$ cat src/rtl/module_operand_ctrl_if.sv
// Keypad/datapath/display bundle of the operand sequencer.
// The master side drives the keypad and res_done. The slave side is the sequencer.
interface module_operand_ctrl_if #(
   parameter int N = 4
);
   logic         key_valid;
   logic [3:0]   key_code;
   logic         res_done;
   logic [N-1:0] tens_d;
   logic [N-1:0] units_d;
   logic         a_tens_en;
   logic         a_units_en;
   logic         b_tens_en;
   logic         b_units_en;
   logic         clr_regs;
   logic         op_start;
   logic [1:0]   disp_sel;
   logic         busy;
   logic         err;

   modport master (
      output key_valid, key_code, res_done,
      input  tens_d, units_d, a_tens_en, a_units_en, b_tens_en, b_units_en,
             clr_regs, op_start, disp_sel, busy, err
   );

   modport slave (
      input  key_valid, key_code, res_done,
      output tens_d, units_d, a_tens_en, a_units_en, b_tens_en, b_units_en,
             clr_regs, op_start, disp_sel, busy, err
   );
endinterface

$ cat src/rtl/module_operand_ctrl.sv
// Operand entry sequencer: shifts keypad digits into operand A/B, starts the
// datapath, times out the result wait and selects the display source.
module module_operand_ctrl #(
   parameter int N       = 4,
   parameter int TIMEOUT = 1024
) (
   input logic                  clk,
   input logic                  rst,
   module_operand_ctrl_if.slave bus
);
   localparam int TW = (TIMEOUT > 2) ? $clog2(TIMEOUT) : 1;

   typedef enum logic [2:0] {
      ENTRY_A = 3'd0,
      ENTRY_B = 3'd1,
      START   = 3'd2,
      WAIT    = 3'd3,
      SHOW    = 3'd4,
      ERR     = 3'd5
   } state_t;

   state_t          state_r, state_s;
   logic [1:0]      cnt_r, cnt_s;
   logic [N-1:0]    shadow_r, shadow_s;
   logic [TW-1:0]   timer_r, timer_s;
   logic [N-1:0]    tens_d_r, tens_d_s;
   logic [N-1:0]    units_d_r, units_d_s;
   logic            load_a_r, load_a_s;
   logic            load_b_r, load_b_s;
   logic            clr_r, clr_s;
   logic            start_r, start_s;
   logic [1:0]      disp_r, disp_s;
   logic            busy_r, busy_s;
   logic            err_r, err_s;
   logic            is_digit_s, is_enter_s, is_clear_s;
   logic [N-1:0]    key_s;

   function automatic logic digit_code(input logic [3:0] code);
      return (code <= 4'd9);
   endfunction

   // Key decode; unlisted codes fall through every branch below with no effect.
   always_comb begin
      is_digit_s = bus.key_valid && digit_code(bus.key_code);
      is_enter_s = bus.key_valid && (bus.key_code == 4'hA);
      is_clear_s = bus.key_valid && (bus.key_code == 4'hC);
      key_s      = N'(bus.key_code);
   end

   // Next-state and next-output computation for the entry FSM.
   always_comb begin
      state_s   = state_r;
      cnt_s     = cnt_r;
      shadow_s  = shadow_r;
      timer_s   = timer_r;
      tens_d_s  = tens_d_r;
      units_d_s = units_d_r;
      load_a_s  = 1'b0;
      load_b_s  = 1'b0;
      clr_s     = 1'b0;
      start_s   = 1'b0;
      disp_s    = disp_r;
      busy_s    = busy_r;
      err_s     = err_r;

      if (is_clear_s) begin
         state_s  = ENTRY_A;
         cnt_s    = 2'd0;
         shadow_s = {N{1'b0}};
         clr_s    = 1'b1;
         disp_s   = 2'b00;
         busy_s   = 1'b0;
         err_s    = 1'b0;
      end else begin
         case (state_r)
            ENTRY_A, ENTRY_B: begin
               if (is_digit_s && (cnt_r != 2'd2)) begin
                  // Shift-left entry: the previous digit moves up into tens.
                  tens_d_s  = (cnt_r == 2'd0) ? {N{1'b0}} : shadow_r;
                  units_d_s = key_s;
                  shadow_s  = key_s;
                  cnt_s     = cnt_r + 2'd1;
                  load_a_s  = (state_r == ENTRY_A);
                  load_b_s  = (state_r == ENTRY_B);
               end else if (is_enter_s && (cnt_r != 2'd0)) begin
                  cnt_s = 2'd0;
                  if (state_r == ENTRY_A) begin
                     state_s = ENTRY_B;
                     disp_s  = 2'b01;
                  end else begin
                     state_s = START;
                     start_s = 1'b1;
                     busy_s  = 1'b1;
                     timer_s = {TW{1'b0}};
                  end
               end else begin
                  state_s = state_r;
               end
            end
            START: begin
               // timer counts cycles since op_start rose.
               state_s = WAIT;
               timer_s = timer_r + TW'(1);
            end
            WAIT: begin
               if (bus.res_done) begin
                  state_s = SHOW;
                  disp_s  = 2'b10;
                  busy_s  = 1'b0;
               end else if (timer_r == TW'(TIMEOUT - 1)) begin
                  state_s = ERR;
                  disp_s  = 2'b11;
                  busy_s  = 1'b0;
                  err_s   = 1'b1;
               end else begin
                  timer_s = timer_r + TW'(1);
               end
            end
            SHOW, ERR: begin
               if (is_digit_s || is_enter_s) begin
                  state_s  = ENTRY_A;
                  cnt_s    = 2'd0;
                  shadow_s = {N{1'b0}};
                  clr_s    = 1'b1;
                  disp_s   = 2'b00;
                  err_s    = 1'b0;
               end else begin
                  state_s = state_r;
               end
            end
            default: begin
               state_s = ENTRY_A;
               cnt_s   = 2'd0;
               busy_s  = 1'b0;
               disp_s  = 2'b00;
            end
         endcase
      end
   end

   // State and registered-output update.
   always_ff @(posedge clk or negedge rst) begin
      if (!rst) begin
         state_r   <= ENTRY_A;
         cnt_r     <= 2'd0;
         shadow_r  <= {N{1'b0}};
         timer_r   <= {TW{1'b0}};
         tens_d_r  <= {N{1'b0}};
         units_d_r <= {N{1'b0}};
         load_a_r  <= 1'b0;
         load_b_r  <= 1'b0;
         clr_r     <= 1'b0;
         start_r   <= 1'b0;
         disp_r    <= 2'b00;
         busy_r    <= 1'b0;
         err_r     <= 1'b0;
      end else begin
         state_r   <= state_s;
         cnt_r     <= cnt_s;
         shadow_r  <= shadow_s;
         timer_r   <= timer_s;
         tens_d_r  <= tens_d_s;
         units_d_r <= units_d_s;
         load_a_r  <= load_a_s;
         load_b_r  <= load_b_s;
         clr_r     <= clr_s;
         start_r   <= start_s;
         disp_r    <= disp_s;
         busy_r    <= busy_s;
         err_r     <= err_s;
      end
   end

   assign bus.tens_d     = tens_d_r;
   assign bus.units_d    = units_d_r;
   assign bus.a_tens_en  = load_a_r;
   assign bus.a_units_en = load_a_r;
   assign bus.b_tens_en  = load_b_r;
   assign bus.b_units_en = load_b_r;
   assign bus.clr_regs   = clr_r;
   assign bus.op_start   = start_r;
   assign bus.disp_sel   = disp_r;
   assign bus.busy       = busy_r;
   assign bus.err        = err_r;
endmodule

$ cat src/flat_wrapper.sv
// flat-port wrapper written by rule: the top's interface ports become plain ports
module module_operand_ctrl_flat 
#(
   parameter int N       = 4,
   parameter int TIMEOUT = 1024
)
  (clk, rst, bus_key_valid, bus_key_code, bus_res_done, bus_tens_d, bus_units_d, bus_a_tens_en, bus_a_units_en, bus_b_tens_en, bus_b_units_en, bus_clr_regs, bus_op_start, bus_disp_sel, bus_busy, bus_err);
  module_operand_ctrl_if #(.N(N)) bus_i ();
  input logic clk;
  input logic rst;
  input wire logic [$bits(bus_i.key_valid)-1:0] bus_key_valid;
  input wire logic [$bits(bus_i.key_code)-1:0] bus_key_code;
  input wire logic [$bits(bus_i.res_done)-1:0] bus_res_done;
  output wire logic [$bits(bus_i.tens_d)-1:0] bus_tens_d;
  output wire logic [$bits(bus_i.units_d)-1:0] bus_units_d;
  output wire logic [$bits(bus_i.a_tens_en)-1:0] bus_a_tens_en;
  output wire logic [$bits(bus_i.a_units_en)-1:0] bus_a_units_en;
  output wire logic [$bits(bus_i.b_tens_en)-1:0] bus_b_tens_en;
  output wire logic [$bits(bus_i.b_units_en)-1:0] bus_b_units_en;
  output wire logic [$bits(bus_i.clr_regs)-1:0] bus_clr_regs;
  output wire logic [$bits(bus_i.op_start)-1:0] bus_op_start;
  output wire logic [$bits(bus_i.disp_sel)-1:0] bus_disp_sel;
  output wire logic [$bits(bus_i.busy)-1:0] bus_busy;
  output wire logic [$bits(bus_i.err)-1:0] bus_err;
  assign bus_i.key_valid = bus_key_valid;
  assign bus_i.key_code = bus_key_code;
  assign bus_i.res_done = bus_res_done;
  assign bus_tens_d = bus_i.tens_d;
  assign bus_units_d = bus_i.units_d;
  assign bus_a_tens_en = bus_i.a_tens_en;
  assign bus_a_units_en = bus_i.a_units_en;
  assign bus_b_tens_en = bus_i.b_tens_en;
  assign bus_b_units_en = bus_i.b_units_en;
  assign bus_clr_regs = bus_i.clr_regs;
  assign bus_op_start = bus_i.op_start;
  assign bus_disp_sel = bus_i.disp_sel;
  assign bus_busy = bus_i.busy;
  assign bus_err = bus_i.err;
  module_operand_ctrl #(.N(N), .TIMEOUT(TIMEOUT)) u_core (.clk(clk), .rst(rst), .bus(bus_i));
endmodule
$ cat config.mk
export PLATFORM = sky130hd
export DESIGN_NAME = module_operand_ctrl_flat
export DESIGN_NICKNAME = d
export VERILOG_FILES = /design/src/rtl/module_operand_ctrl_if.sv /design/src/rtl/module_operand_ctrl.sv /design/src/flat_wrapper.sv
export SDC_FILE = /design/constraint.sdc
export NUM_CORES = 1
export LEC_CHECK = 0
export CAP_MARGIN = 20
export CORE_MARGIN = 2
export CORE_UTILIZATION = 43
export CTS_BUF_LIST = sky130_fd_sc_hd__clkbuf_16
export CTS_CLUSTER_SIZE = 8
export DETAILED_ROUTE_END_ITERATION = 7
export DONT_BUFFER_PORTS = 1
export SETUP_SLACK_MARGIN = 0.5
export SYNTH_ARGS = -nofsm -noshare
export SYNTH_HDL_FRONTEND = slang
export SYNTH_SLANG_ARGS = --single-unit
$ cat constraint.sdc
create_clock -name clk -period 1.85 [get_ports clk]
set_input_delay 0.37 -clock clk [delete_from_list [all_inputs] [get_ports clk]]
set_output_delay 0.37 -clock clk [all_outputs]
set_load 0.01 [all_outputs]
==> impl_metrics.env, run 1 <==
export IMPL_hpwl_um=2885
export IMPL_path_common_cell="a211oi_2"
export IMPL_clock_fmax_mhz=504.3
export IMPL_stdcell_count=268
export IMPL_clkTransAtPathRegs_ns=0.05
export IMPL_grt_overflow_total=0
export IMPL_cp_end_kind="flop"
export IMPL_hold_viol_final=0
export IMPL_status="finished, violations left"
export IMPL_cap_violations=0
export IMPL_wl_per_cell_um=16.90
export IMPL_synth_seq_area_share=0.4979
export IMPL_rr_startpoint="u_core.cnt_r[1]$_DFFE_PN0P_"
export IMPL_syn_instance_count=188
export IMPL_post_place_ws_ns=-0.1464
export IMPL_num_vias=1559
export IMPL_finalPower_mw=3.344
export IMPL_synth_top_area_share=0.4979
export IMPL_required_ns=2.01
export IMPL_timing_final_ws_setup_ns=-0.1330
export IMPL_holdPathStages=2
export IMPL_hold_worst_slack_ns=0.2155
export IMPL_cts_tree="built"
export IMPL_nFillCells=327
export IMPL_slew_headroom=0.7010
export IMPL_place_inst=244
export IMPL_max_slew_worst_pin_slew_ns=0.4486
export IMPL_synth_ff_type="dfrtp_1"
export IMPL_report_final_slew_viol_count=0
export IMPL_diodes=0
export IMPL_ys_seq_elements=35
export IMPL_post_route_util=0.6043
export IMPL_power_frac_clock=0.276
export IMPL_r2r_end="u_core.bus.disp_sel[0]$_DFFE_PN0P_"
export IMPL_p_sw_frac=0.3406
export IMPL_finalSetupViolCount=24
export IMPL_clock_sinks=35
export IMPL_drc_errors=0
export IMPL_pwr_density_cell_nw_per_um2=1393
export IMPL_cts_root_buf="clkbuf_16"
export IMPL_crit_type="reg2reg"
export IMPL_core_area_um2=3971
export IMPL_start_kind="flop"
export IMPL_arrival_ns=2.14
export IMPL_ir_drop_v=0.0005884
export IMPL_drt_total_wl_um=4528
export IMPL_p_leak_nw=1.046
export IMPL_synth_area_top_cells="dfrtp_1 (50%), nand2_1 (7.0%), o21ai_0 (5.1%), a21oi_1 (3.1%), nor2_1 (2.8%)"
export IMPL_violations="negative setup slack"
export IMPL_critical_path_cell_chain="inv_1, ha_4, or3b_4, a211oi_2, a211oi_2, a211oi_2, mux2_1"
export IMPL_hold_start="bus_key_code[1]"
export IMPL_ant_nets=0
export IMPL_rows=23
export IMPL_clk_latency_ns=0.28
export IMPL_fin_crit_ns=1.983
export IMPL_track_usage=0.2097
export IMPL_drtIter0Drc=99
export IMPL_switchingPower_mw=1.139
export IMPL_ys_warn_count=0
export IMPL_clk_path_buf_depth=2
export IMPL_r2r_setup_slack_ns=-0.13
export IMPL_p_seq_frac=0.378
export IMPL_period_share=1.072
export IMPL_grt_max_degree=36
export IMPL_synth_net_count=199
export IMPL_holdPathEnd="u_core.bus.units_d[1]$_DFFE_PN0P_"
export IMPL_place_gp_congestion=0.8609
export IMPL_die_h_um=67.96
export IMPL_cts_buffers=5
export IMPL_syn_avg_cell_area_um2=9.357
export IMPL_rsz0062_at_grt="true"
export IMPL_start_util=0.4430
export IMPL_synth_area_leader_cell="dfrtp_1"
export IMPL_fp_dieW_um=67.96
export IMPL_comb_power_share=0.346
export IMPL_io_pins=26
export IMPL_vias_per_cell=5.817
export IMPL_first_global_vias=1545
export IMPL_nNetsFinal=228
export IMPL_drtPass1Iterations=4
export IMPL_synth_edf_count=0
export IMPL_port_buffers=0
export IMPL_antenna_found_initial=0
export IMPL_post_route_cells_drive_above_1_share=0.3853
export IMPL_grt_pass1_wl_um=7217
export IMPL_yosysUniqueCellTypes=43
export IMPL_reg2reg_depth=7
export IMPL_max_stage_delay_ns=0.39
export IMPL_fin_skew_ns=0.003685
export IMPL_die_area_um2=4619
export IMPL_htree_num_levels=2
export IMPL_crit_path_top_delay_cell="or3b_4"
export IMPL_cp_max_fo=2
export IMPL_syn2layout_area_growth_pct=36.42
export IMPL_p_int_mw=2.205
export IMPL_netlist_area_um2=1759
export IMPL_synth_async_reset_ratio=1.000
export IMPL_min_path_type="in2reg"
## worst max-delay path by stage
stage                                     start                            endpoint  slack [ns]  cells past startpoint
floorplan           u_core.cnt_r[0]$_DFFE_PN0P_  u_core.bus.disp_sel[0]$_DFFE_PN0P_       -0.07                      7
global placement    u_core.cnt_r[0]$_DFFE_PN0P_  u_core.bus.disp_sel[0]$_DFFE_PN0P_       -0.10                      7
detailed placement  u_core.cnt_r[0]$_DFFE_PN0P_  u_core.bus.disp_sel[0]$_DFFE_PN0P_       -0.15                      7
CTS                 u_core.cnt_r[1]$_DFFE_PN0P_  u_core.bus.disp_sel[0]$_DFFE_PN0P_       -0.11                      7
global route        u_core.cnt_r[1]$_DFFE_PN0P_         u_core.cnt_r[0]$_DFFE_PN0P_       -0.18                      8
finish              u_core.cnt_r[1]$_DFFE_PN0P_  u_core.bus.disp_sel[0]$_DFFE_PN0P_       -0.13                      7
## cell usage in the layout, fill, tap and decap left out, types with 3 or more instances in the layout
master and count:
o21ai_0 7, nand2_1 25, a31oi_1 4, a211oi_2 3
nand2_2 8, buf_4 18, dfrtp_1 33, a22o_1 5
nand4_1 3, inv_1 6, clkbuf_16 5, nand3_1 4
a21oi_1 9, buf_6 6, o21ai_2 5, nand3b_1 5
nor2_2 3, o21ai_1 6, nor2_1 8
## critical path, delay by kind of cell, from the launching register on
kind,cells,cell delay (ns)
buf+inv,1,0.07
compound gates,3,0.52
simple gates,1,0.39
flops,1,0.37
mux,1,0.34
fa+ha+maj,1,0.16
## synthesized netlist by cell type (3+ instances only)
cell       n
nor2_1    13
a21oi_1   11
o31ai_1    3
nand2_1   33
nand4_1    3
nand3b_1   5
a211oi_2   3
a31oi_1    4
o21ai_0   18
nand3_1    7
o22ai_1    3
ha_1       3
dfrtp_1   35
inv_1      9
a22o_1     5
## routing by layer
layer / global-route usage / part of all wire / up-vias
met5: 0 / 0 / -
met4: 0.09000 / 0.011 / 0
met3: 0.05592 / 0.046 / 6
met2: 0.3362 / 0.51 / 40
met1: 0.2658 / 0.43 / 782
li1: - / - / 731
## cell type report
cell class / count / area [um^2] / area share
clock inverters: 3 / 38.79 / 0.01616
repair buffers: 26 / 232.7 / 0.09698
flip-flops and latches: 35 / 878.3 / 0.3660
inverters: 9 / 36.28 / 0.01512
well taps: 50 / 62.56 / 0.02607
clock buffers: 5 / 125.1 / 0.05214
multi-input cells: 140 / 1026 / 0.4275
## per-stage QoR
stage / cell area [um^2] / setup TNS (ns)
finish: 2400 / -1.364
global route: 2400 / -3.271
detailed placement: 1952 / -0.1464
floorplan: 1843 / -0.06614
global placement: 1952 / -0.1036
CTS: 2291 / -0.1733
## registers in the layout, indices dropped and copies added, names as in the netlist
name,flops
u_core.timer_r,10
u_core.bus.units_d,4
u_core.bus.disp_sel,2
u_core.bus.b_tens_en,1
u_core.bus.a_tens_en,1
u_core.bus.clr_regs,1
u_core.bus.busy,1
u_core.cnt_r,2
u_core.shadow_r,4
u_core.bus.tens_d,4
u_core.state_r,3
u_core.bus.err,1
u_core.bus.op_start,1
## logic make-up after synthesis
kind of cell | Yosys count | synth area share
mux | 2 | 0.01280
compound gates | 55 | 0.2105
simple gates | 77 | 0.2148
flops | 35 | 0.4979
fa+ha+maj | 4 | 0.02703
buf+inv | 15 | 0.03698
## power groups by stage
stage	Combinational [mW]	Sequential [mW]	Clock, mW
floorplan	0.602	1.18	0
global placement	0.752	1.23	0
detailed placement	0.790	1.25	0
CTS	1.02	1.24	0.942
global route	1.26	1.29	0.992
finish	1.16	1.26	0.923
## timing repair
action / 4_1_cts / 5_1_grt
endpoints found under the hold margin: 35 / 0
gates cloned: 2 / 0
setup buffers: 7 / 5
gates resized for setup: 26 / 23
hold buffers: 2 / 0
endpoints found under the setup margin: 32 / 34
pin swaps: 15 / 13
No activity file was read; power rests on OpenSTA's default activity.
==> run 2, diff against run 1 <==
Settings changed: CORE_MARGIN 2 to 8.
==> run 2 against run 1 <==
  * Power fell by 4.9%
  * Worst setup slack improved by 0.022 ns
  * Routed wire length rose by 3.1%
  * Non-clock buffer count rose by 4
  * First-iteration DRC count rose by 86%
  * Utilization rose by 0.095 points
  * Clock skew fell by 0.00057 ns
  * The run still ends with negative setup slack left
  * Final area rose by 0.16%
  * Clock power fell by 18%
  * Global-route usage fell by 5.8 points
  * Register-to-register slack improved by 0.02 ns
  * Fmax rose by 1.1%
==> impl_metrics.env, run 2 (synthesized netlist as in run 1, its figures left out) <==
export IMPL_power_frac_clock=0.239
export IMPL_min_path_type="in2reg"
export IMPL_ant_nets=0
export IMPL_cts_root_buf="clkbuf_16"
export IMPL_status="finished, violations left"
export IMPL_hold_start="bus_key_code[0]"
export IMPL_rows=23
export IMPL_htree_num_levels=2
export IMPL_die_h_um=79.96
export IMPL_grt_overflow_total=0
export IMPL_layout_commonest_cell="dfrtp_1"
export IMPL_clk_latency_ns=0.27
export IMPL_timing_final_ws_setup_ns=-0.1109
export IMPL_arrival_ns=2.12
export IMPL_grt_max_degree=36
export IMPL_clock_sinks=35
export IMPL_period_share=1.060
export IMPL_largest_register="u_core.timer_r"
export IMPL_drt_total_wl_um=4667
export IMPL_layout_common_cells="dfrtp_1 (35), nand2_1 (26), buf_4 (21)"
export IMPL_fin_crit_ns=1.961
export IMPL_cp_max_fo=2
export IMPL_finalSetupViolCount=6
export IMPL_final_cell_area_um2=2404
export IMPL_clk_path_buf_depth=2
export IMPL_cts_buffers=5
export IMPL_first_global_vias=1566
export IMPL_place_gp_congestion=0.8432
export IMPL_cp_end_kind="flop"
export IMPL_cap_violations=0
export IMPL_r2r_end="u_core.bus.disp_sel[0]$_DFFE_PN0P_"
export IMPL_fin_skew_ns=0.003117
export IMPL_post_route_cells_drive_above_1_share=0.3773
export IMPL_start_kind="flop"
export IMPL_nFillCells=313
export IMPL_p_sw_frac=0.3536
export IMPL_p_leak_nw=1.067
export IMPL_antenna_found_initial=0
export IMPL_start_util=0.4430
export IMPL_fp_dieW_um=79.96
export IMPL_diodes=0
export IMPL_report_final_slew_viol_count=0
export IMPL_comb_power_share=0.362
export IMPL_p_int_mw=2.057
export IMPL_num_vias=1540
export IMPL_crit_type="reg2reg"
export IMPL_cts_tree="built"
export IMPL_finalPower_mw=3.181
export IMPL_dpl_cell_area_um2=1937
export IMPL_port_buffers=0
export IMPL_drc_errors=0
export IMPL_required_ns=2.01
export IMPL_largest_reg_flops=10
export IMPL_clock_fmax_mhz=510.0
export IMPL_syn2layout_area_growth_pct=36.63
export IMPL_drtIter0Drc=184
export IMPL_hold_viol_final=0
export IMPL_switchingPower_mw=1.125
export IMPL_track_usage=0.1520
export IMPL_pwr_density_cell_nw_per_um2=1324
export IMPL_slew_headroom=0.7151
export IMPL_grt_pass1_wl_um=7583
export IMPL_drtPass1Iterations=4
export IMPL_p_seq_frac=0.399
export IMPL_hold_worst_slack_ns=0.2191
export IMPL_violations="negative setup slack"
export IMPL_nNetsFinal=231
export IMPL_io_pins=26
export IMPL_ir_drop_v=0.0006686
export IMPL_max_slew_worst_pin_slew_ns=0.4241
export IMPL_rsz0062_at_grt="true"
export IMPL_post_place_ws_ns=-0.1311
export IMPL_core_area_um2=3971
export IMPL_holdPathStages=2
export IMPL_wl_per_cell_um=17.29
export IMPL_rr_startpoint="u_core.cnt_r[0]$_DFFE_PN0P_"
export IMPL_holdPathEnd="u_core.bus.units_d[0]$_DFFE_PN0P_"
export IMPL_reg2reg_depth=7
export IMPL_r2r_setup_slack_ns=-0.11
export IMPL_die_area_um2=6394
export IMPL_clkTransAtPathRegs_ns=0.05
export IMPL_vias_per_cell=5.704
export IMPL_hpwl_um=3042
## run 2: worst max path at each step
stage	startpoint	endpoint	slack, ns	depth (start not counted)
final	u_core.cnt_r[0]$_DFFE_PN0P_	u_core.bus.disp_sel[0]$_DFFE_PN0P_	-0.11	7
after detailed placement	u_core.cnt_r[0]$_DFFE_PN0P_	u_core.bus.disp_sel[0]$_DFFE_PN0P_	-0.13	7
after floorplan	u_core.cnt_r[0]$_DFFE_PN0P_	u_core.bus.disp_sel[0]$_DFFE_PN0P_	-0.07	7
after CTS	u_core.cnt_r[0]$_DFFE_PN0P_	u_core.bus.disp_sel[0]$_DFFE_PN0P_	-0.08	7
after global placement	u_core.cnt_r[0]$_DFFE_PN0P_	u_core.bus.disp_sel[0]$_DFFE_PN0P_	-0.11	7
after global routing	u_core.cnt_r[0]$_DFFE_PN0P_	u_core.bus.disp_sel[0]$_DFFE_PN0P_	-0.17	7
## run 2: power by group through the flow
stage / registers (mW) / clock network [mW] / logic [mW]
2_1_floorplan: 1.18 / 0 / 0.602
4_1_cts: 1.26 / 0.783 / 1.04
3_3_place_gp: 1.25 / 0 / 0.735
5_1_grt: 1.29 / 0.814 / 1.25
3_5_place_dp: 1.26 / 0 / 0.768
6_report: 1.27 / 0.761 / 1.15
## run 2: metrics by stage
stage | TNS, ns | util | std cells
after floorplan | -0.06614 | - | 188
after global placement | -0.1084 | 0.4877 | 242
after detailed placement | -0.1311 | 0.4877 | 242
after CTS | -0.08268 | 0.5873 | 267
after global routing | -0.7370 | 0.6052 | 270
final | -0.1877 | 0.6052 | 270
## run 2: final cells by class
class,count,area [um^2],share of cell area
Clock buffer,5,125.1,0.05206
Clock inverter,2,8.758,0.003644
Inverter,9,36.28,0.01510
Multi-Input combinational cell,139,1028,0.4279
Sequential cell,35,875.8,0.3644
Tap cell,50,62.56,0.02603
Timing Repair Buffer,30,266.5,0.1109
## run 2: repair_timing
action | CTS | global route
gates resized for setup | 34 | 14
buffers inserted | 14 | 3
pin swaps | 19 | 13
endpoints found under the hold margin | 35 | 0
gates cloned | 2 | 0
endpoints found under the setup margin | 32 | 34
hold buffers | 2 | 0
## run 2: metal layers
layer  share of wire  GRT usage
met3           0.049    0.04279
met1            0.42     0.1863
met4           0.010    0.06000
met5               0          0
met2            0.52     0.2449
## run 2: critical path, stage by stage (launching register included)
cell,delay [ns]
dfrtp_1,0.36
inv_2,0.06
ha_4,0.15
or3b_4,0.37
a211oi_2,0.22
a211oi_2,0.08
a211oi_2,0.25
mux2_1,0.34
